**src/rtl/tt_mvex_lq_collector.sv**
```systemverilog
// Load-queue response collector: in-order id allocation, out-of-order response capture, in-order VRF retire.
// Optional same-cycle head bypass is enabled by defining TT_MVEX_LQ_BYPASS_EN.
module tt_mvex_lq_collector #(
    parameter int LQ_DEPTH_LOG2 = 3,
    parameter int VLEN          = 256,
    parameter int VADDR_W       = 5
) (
    input  logic                     i_clk,
    input  logic                     i_reset_n,
    input  logic                     i_alloc_vld,
    input  logic [VADDR_W-1:0]       i_alloc_vd,
    output logic                     o_alloc_rdy,
    output logic [LQ_DEPTH_LOG2-1:0] o_alloc_id,
    input  logic                     i_mvex_lqvld,
    input  logic [VLEN-1:0]          i_mvex_lqdata,
    input  logic                     i_mvex_lqexc,
    input  logic [LQ_DEPTH_LOG2-1:0] i_mvex_lqid,
    output logic                     o_wb_vld,
    output logic [VADDR_W-1:0]       o_wb_addr,
    output logic [VLEN-1:0]          o_wb_data,
    output logic                     o_wb_exc,
    input  logic                     i_wb_rdy,
    input  logic                     i_flush,
    output logic [LQ_DEPTH_LOG2:0]   o_count,
    output logic                     o_err_spurious
);
    localparam int DEPTH = 1 << LQ_DEPTH_LOG2;
    localparam int PW    = LQ_DEPTH_LOG2 + 1;
    localparam logic [PW-1:0] DEPTH_C = PW'(DEPTH);
    localparam logic [PW-1:0] ONE_C   = PW'(1);

    logic [DEPTH-1:0]         alloc_q, alloc_d, done_q, done_d;
    logic [PW-1:0]            head_q, head_d, tail_q, tail_d, count_q, count_d;
    logic                     err_q, err_d;
    logic [VADDR_W-1:0]       vd_q   [DEPTH];
    logic [VLEN-1:0]          data_q [DEPTH];
    logic [DEPTH-1:0]         exc_q;
    logic [LQ_DEPTH_LOG2-1:0] head_idx_s, tail_idx_s;
    logic                     alloc_fire_s, rsp_ok_s, byp_s, wb_vld_s, pop_fire_s, store_s;
    logic                     unused_wrap_s;

    // Handshake qualification and next-state of occupancy bits, pointers and error pulse.
    always_comb begin
        alloc_d = alloc_q;
        done_d  = done_q;
        head_d  = head_q;
        tail_d  = tail_q;
        count_d = count_q;
        err_d   = 1'b0;

        head_idx_s   = head_q[LQ_DEPTH_LOG2-1:0];
        tail_idx_s   = tail_q[LQ_DEPTH_LOG2-1:0];
        alloc_fire_s = i_alloc_vld & (count_q != DEPTH_C);
        rsp_ok_s     = i_mvex_lqvld & alloc_q[i_mvex_lqid] & ~done_q[i_mvex_lqid];
`ifdef TT_MVEX_LQ_BYPASS_EN
        byp_s        = rsp_ok_s & (i_mvex_lqid == head_idx_s);
`else
        byp_s        = 1'b0;
`endif
        wb_vld_s     = (alloc_q[head_idx_s] & done_q[head_idx_s]) | byp_s;
        pop_fire_s   = wb_vld_s & i_wb_rdy;
        // A bypassed response that retires immediately never needs storage.
        store_s      = rsp_ok_s & ~i_flush & ~(byp_s & i_wb_rdy);

        if (i_flush) begin
            alloc_d = '0;
            done_d  = '0;
            head_d  = '0;
            tail_d  = '0;
            count_d = '0;
        end else begin
            err_d = i_mvex_lqvld & ~rsp_ok_s;
            if (rsp_ok_s) begin
                done_d[i_mvex_lqid] = 1'b1;
            end else begin
                done_d = done_d;
            end
            if (pop_fire_s) begin
                alloc_d[head_idx_s] = 1'b0;
                done_d[head_idx_s]  = 1'b0;
                head_d              = head_q + ONE_C;
            end else begin
                head_d = head_q;
            end
            if (alloc_fire_s) begin
                alloc_d[tail_idx_s] = 1'b1;
                done_d[tail_idx_s]  = 1'b0;
                tail_d              = tail_q + ONE_C;
            end else begin
                tail_d = tail_q;
            end
            case ({alloc_fire_s, pop_fire_s})
                2'b10:   count_d = count_q + ONE_C;
                2'b01:   count_d = count_q - ONE_C;
                default: count_d = count_q;
            endcase
        end
    end

    // Control state registers.
    always_ff @(posedge i_clk or negedge i_reset_n) begin
        if (!i_reset_n) begin
            alloc_q <= '0;
            done_q  <= '0;
            head_q  <= '0;
            tail_q  <= '0;
            count_q <= '0;
            err_q   <= 1'b0;
        end else begin
            alloc_q <= alloc_d;
            done_q  <= done_d;
            head_q  <= head_d;
            tail_q  <= tail_d;
            count_q <= count_d;
            err_q   <= err_d;
        end
    end

    // Entry payload storage; contents are only observed once the alloc/done bits qualify them.
    always_ff @(posedge i_clk) begin
        if (alloc_fire_s && !i_flush) begin
            vd_q[tail_idx_s] <= i_alloc_vd;
        end
        if (store_s) begin
            data_q[i_mvex_lqid] <= i_mvex_lqdata;
            exc_q[i_mvex_lqid]  <= i_mvex_lqexc;
        end
    end

    assign unused_wrap_s  = head_q[PW-1] ^ tail_q[PW-1];
    assign o_alloc_rdy    = (count_q != DEPTH_C);
    assign o_alloc_id     = tail_idx_s;
    assign o_count        = count_q;
    assign o_err_spurious = err_q;
    assign o_wb_vld       = wb_vld_s;
    assign o_wb_addr      = wb_vld_s ? vd_q[head_idx_s] : {VADDR_W{1'b0}};
`ifdef TT_MVEX_LQ_BYPASS_EN
    assign o_wb_data = byp_s ? i_mvex_lqdata : (wb_vld_s ? data_q[head_idx_s] : {VLEN{1'b0}});
    assign o_wb_exc  = byp_s ? i_mvex_lqexc  : (wb_vld_s & exc_q[head_idx_s]);
`else
    assign o_wb_data = wb_vld_s ? data_q[head_idx_s] : {VLEN{1'b0}};
    assign o_wb_exc  = wb_vld_s & exc_q[head_idx_s];
`endif
endmodule

```
**config.mk**
```make
export PLATFORM = sky130hd
export DESIGN_NAME = tt_mvex_lq_collector
export DESIGN_NICKNAME = d
export VERILOG_FILES = /design/src/rtl/tt_mvex_lq_collector.sv
export SDC_FILE = /design/constraint.sdc
export NUM_CORES = 2
export LEC_CHECK = 0
export BUFFER_PORTS_ARGS = -buffer_cell sky130_fd_sc_hd__clkbuf_2
export CORE_MARGIN = 8
export CORE_UTILIZATION = 40
export DETAILED_ROUTE_END_ITERATION = 16
export GPL_TIMING_DRIVEN = 0
export SYNTH_ARGS = -nofsm -noshare
export SYNTH_HDL_FRONTEND = slang
export SYNTH_SLANG_ARGS = --single-unit
export TNS_END_PERCENT = 10
```
**constraint.sdc**
```tcl
create_clock -name i_clk -period 19.5 [get_ports i_clk]
set_input_delay 4.875 -clock i_clk [delete_from_list [all_inputs] [get_ports i_clk]]
set_output_delay 4.875 -clock i_clk [all_outputs]
set_load 0.01 [all_outputs]
```
==> metrics.md <==
| Metric | Value |
|---|---|
| Syn_nets | approximately 4300 |
| Commonest register cell after synthesis | edfxtp_1 |
| Core Area | around 190000 um^2 |
| Placed Area | 84230 um^2 |
| Share of post-route cells with drive strength above 1 | 22.57% |
| Clk_lat worst skew | around 0.86 ns |
| Root buffer selected by CTS | clkbuf_16 |
| Via/cell ratio | 6.072 |
| Die height | roughly 450 um |
| Congestion Overflow GR | 0 |
| Yosys cell types | 55 |
| Yosys Warn Count | 0 |
| Starting density of the core | 40.25% |
| Largest net degree at the start of global routing | 28 |
| Worst Setup Start Kind | flop |
| Setup slack, reg-to-reg | ~16 ns |
| GRT Util Overall | between 20% and 30% |
| CP Max Fanout | 10 |
| CTS tree | built |
| Die area | 203100 um^2 |
| Hold buffer count at cts | 0 |
| Lkg Pwr | about 30 nW |
| WL final | 267.0 mm |
| EDFF count, synth | between 2000 and 2500 |
| Site Rows | 159 |
| Worst Path Required | 14.62 ns |
| Clock Pin Slew Worst Setup and Hold Paths | 0.06 ns |
| Clock buffer count from CTS | slightly below 200 |
| Hold Fails Final Rpt | 0 |
| Failing checks | max-capacitance violations, max-slew violations |
| Port Buffers | 540 |
| Crit path time final | about 10 ns |
| Asr flop ratio synth | under 10% |
| Commonest non-fill, non-tap cell in the layout | edfxtp_1 |
| Routability cong. | a little over 0.8 |
| H-tree levels | 4 |
| Clock sinks | 2123 |
| Dpl hpwl | 181.6 mm |
| Worst Setup End Kind | output pin |
| R2R depth | 10 |
| Routed vias | 46480 |
| Drt pass-1 iters | 5 |
| Slew margin rel. | -0.2030% |
| Sequential share of the synthesized area | between 80% and 90% |
| Synth Instances | 4002 |
| CTS resizes | 0 |
| # Post-CTS Setup Buffers | 0 |
| Die width | about 450 um |
| Vias in the first global route | between 40000 and 50000 |
| DRT iter0 DRCs | approximately 6300 |
| Highest clock rate | slightly below 0.1 GHz |
| Avg Inst Size Synth | ~19 um^2 |
| Max-cap viol count | 2 |
| Total power draw | 8.800 mW |
| Drt drc | 0 |
| Area Overhead vs Synth | 19.71% |
| Initial antenna violation count | 110 |
| Post-route ant nets | 0 |
| WS Path Type | reg2out |
| Hold Crit Class | reg2reg |
| IO Count | approximately 540 |
| First-pass GRT wire length | 360.4 mm |
| VDD IR max | between 0.06 and 0.07 mV |
| Power Density | around 97 nW/um^2 |
| Netlist area before placement | 75590 um^2 |
| Skew final | just under 0.02 ns |
| Avg WL per Cell | between 30 and 40 um |
| WHS Endpoint | alloc_q[1]$_DFF_PN0_ |
| Worst Max-Slew Pin Slew | around 1.5 ns |
| Max Transition Viols Final | 10 |
| Reg-to-reg startpoint | done_q[6]$_DFF_PN0_ |
| Final core utilization | roughly half |
| Fin area | 90490 um^2 |
| Hold Path Stages | 1 |
| Hold_sp | alloc_q[1]$_DFF_PN0_ |
| Worst path arrival time | about 5.5 ns |
| Commonest non-fill, non-tap cells in the layout | edfxtp_1, o22ai_1, clkbuf_2, clkbuf_16, clkbuf_1 |
| Yosys reg bits | roughly 2100 |
| Outcome | finished, violations left |
| Final setup violation count | 0 |
| Final hold slack | between 0.5 and 0.6 ns |
| Worst r2r dst | data_q[3][187]$_DFFE_PP_ |
| RSZ-0062 raised after global routing | false |
| Clk buf depth | 3 |
| Final #Nets | between 5000 and 6000 |
| Ratio of final minimum period to clock period | between 50 and 60% |
-- cell usage after synthesis, drive strengths merged, types with 5 or more instances --
cell    instances  area (um^2)
nand2          14        93.84
inv             5        18.76
o22ai         782         4892
a21o            8        60.06
mux2i           7        70.07
nor2          163        628.1
buf           165        874.6
or4           128        960.9
dfrtp          27        675.7
o21ai           5        25.02
nand2b          8        57.55
edfxtp       2096        62940
nor4          136        850.8
nand3           5        25.02
mux2            6        71.31
o22a          134         1174
a31oi           5        31.28
nor3           17        85.08
o221ai        134         1174
clkbuf        106        397.9
a21oi           9        45.04
-- power breakdown --
| group | switching, mW | internal, mW | total [mW] | leakage [nW] |
|---|---|---|---|---|
| combinational | 0.0758 | 0.0285 | 0.104 | 7.30 |
| clock | 1.68 | 2.00 | 3.67 | 2.96 |
| sequential | 0.00372 | 5.02 | 5.02 | 19.2 |
| total | 1.76 | 7.04 | 8.80 | 29.5 |
-- critical path, cell delays in order, from the launching register on --
cell and delay, ns:
dfrtp_1 0.37, buf_6 0.16, buf_6 0.17, nand3b_1 0.29, buf_2 0.64, buf_2 0.73, buf_2 0.60, o22ai_1 0.17
nor4_1 1.20, clkbuf_2 0.31
-- stage by stage --
stage / std cells / setup WS (ns) / TNS [ns]
6_report: 7655 / 9.112 / 0
5_1_grt: 7639 / 9.291 / 0
4_1_cts: 7577 / 9.302 / 0
3_5_place_dp: 7213 / 10.24 / 0
3_3_place_gp: 7037 / -24.31 / -
2_1_floorplan: 4002 / -5.057 / -3867.91
-- final cells by class --
type	count	area (um^2)
Multi-Input combinational cell	1603	10740
Inverter	5	18.77
Timing Repair Buffer	717	5482
Antenna cell	77	192.7
Tap cell	2495	3122
Sequential cell	2123	63620
Fill cell	15850	97310
Buffer	271	1276
Clock inverter	105	817.0
Clock buffer	259	5226
-- state kept, by name, indices dropped and copies added (netlist names) --
| signal | cells |
|---|---|
| o_count | 4 |
| tail_q | 3 |
| exc_q | 8 |
| vd_q | 40 |
| data_q | 2048 |
| done_q | 8 |
| o_err_spurious | 1 |
| alloc_q | 8 |
| head_q | 3 |
-- worst max-delay path by stage --
stage	start	to	slack, ns	cells past startpoint
floorplan	i_mvex_lqid[1]	data_q[2][0]$_DFFE_PP_	-5.06	5
global placement	i_mvex_lqid[1]	data_q[1][159]$_DFFE_PP_	-24.31	5
detailed placement	head_q[0]$_DFFE_PN0P_	o_wb_data[223]	10.24	9
CTS	head_q[0]$_DFFE_PN0P_	o_wb_data[223]	9.30	9
global route	head_q[0]$_DFFE_PN0P_	o_wb_data[223]	9.29	9
finish	head_q[0]$_DFFE_PN0P_	o_wb_data[223]	9.11	9
-- cells by family (layout without fill, tap and decap cells) --
kind of cell               count (synthesis)  after routing  synth area share, %
xor gates and xnor gates                   6              6              0.09436
buffers and inverters                    276           1357                1.708
other                                      0             77                    0
adders and majority gates                  4              4              0.06621
muxes                                     17             17               0.3062
AOI/OAI and AO/OA                       1087           1087                9.910
and+or+nand+nor                          489            489                3.757
DFF                                     2123           2123                84.16
-- per-layer routing --
| metal | track usage [%] | up-vias | wire length (um) |
|---|---|---|---|
| met5 | 0 | - | 126 |
| met4 | 16.01 | 22 | 17650 |
| met3 | 4.893 | 540 | 24130 |
| met2 | 39.44 | 2842 | 126100 |
| met1 | 32.26 | 24060 | 99040 |
| li1 | - | 19020 | - |
Note: power is estimated with default switching activity, not from simulation.
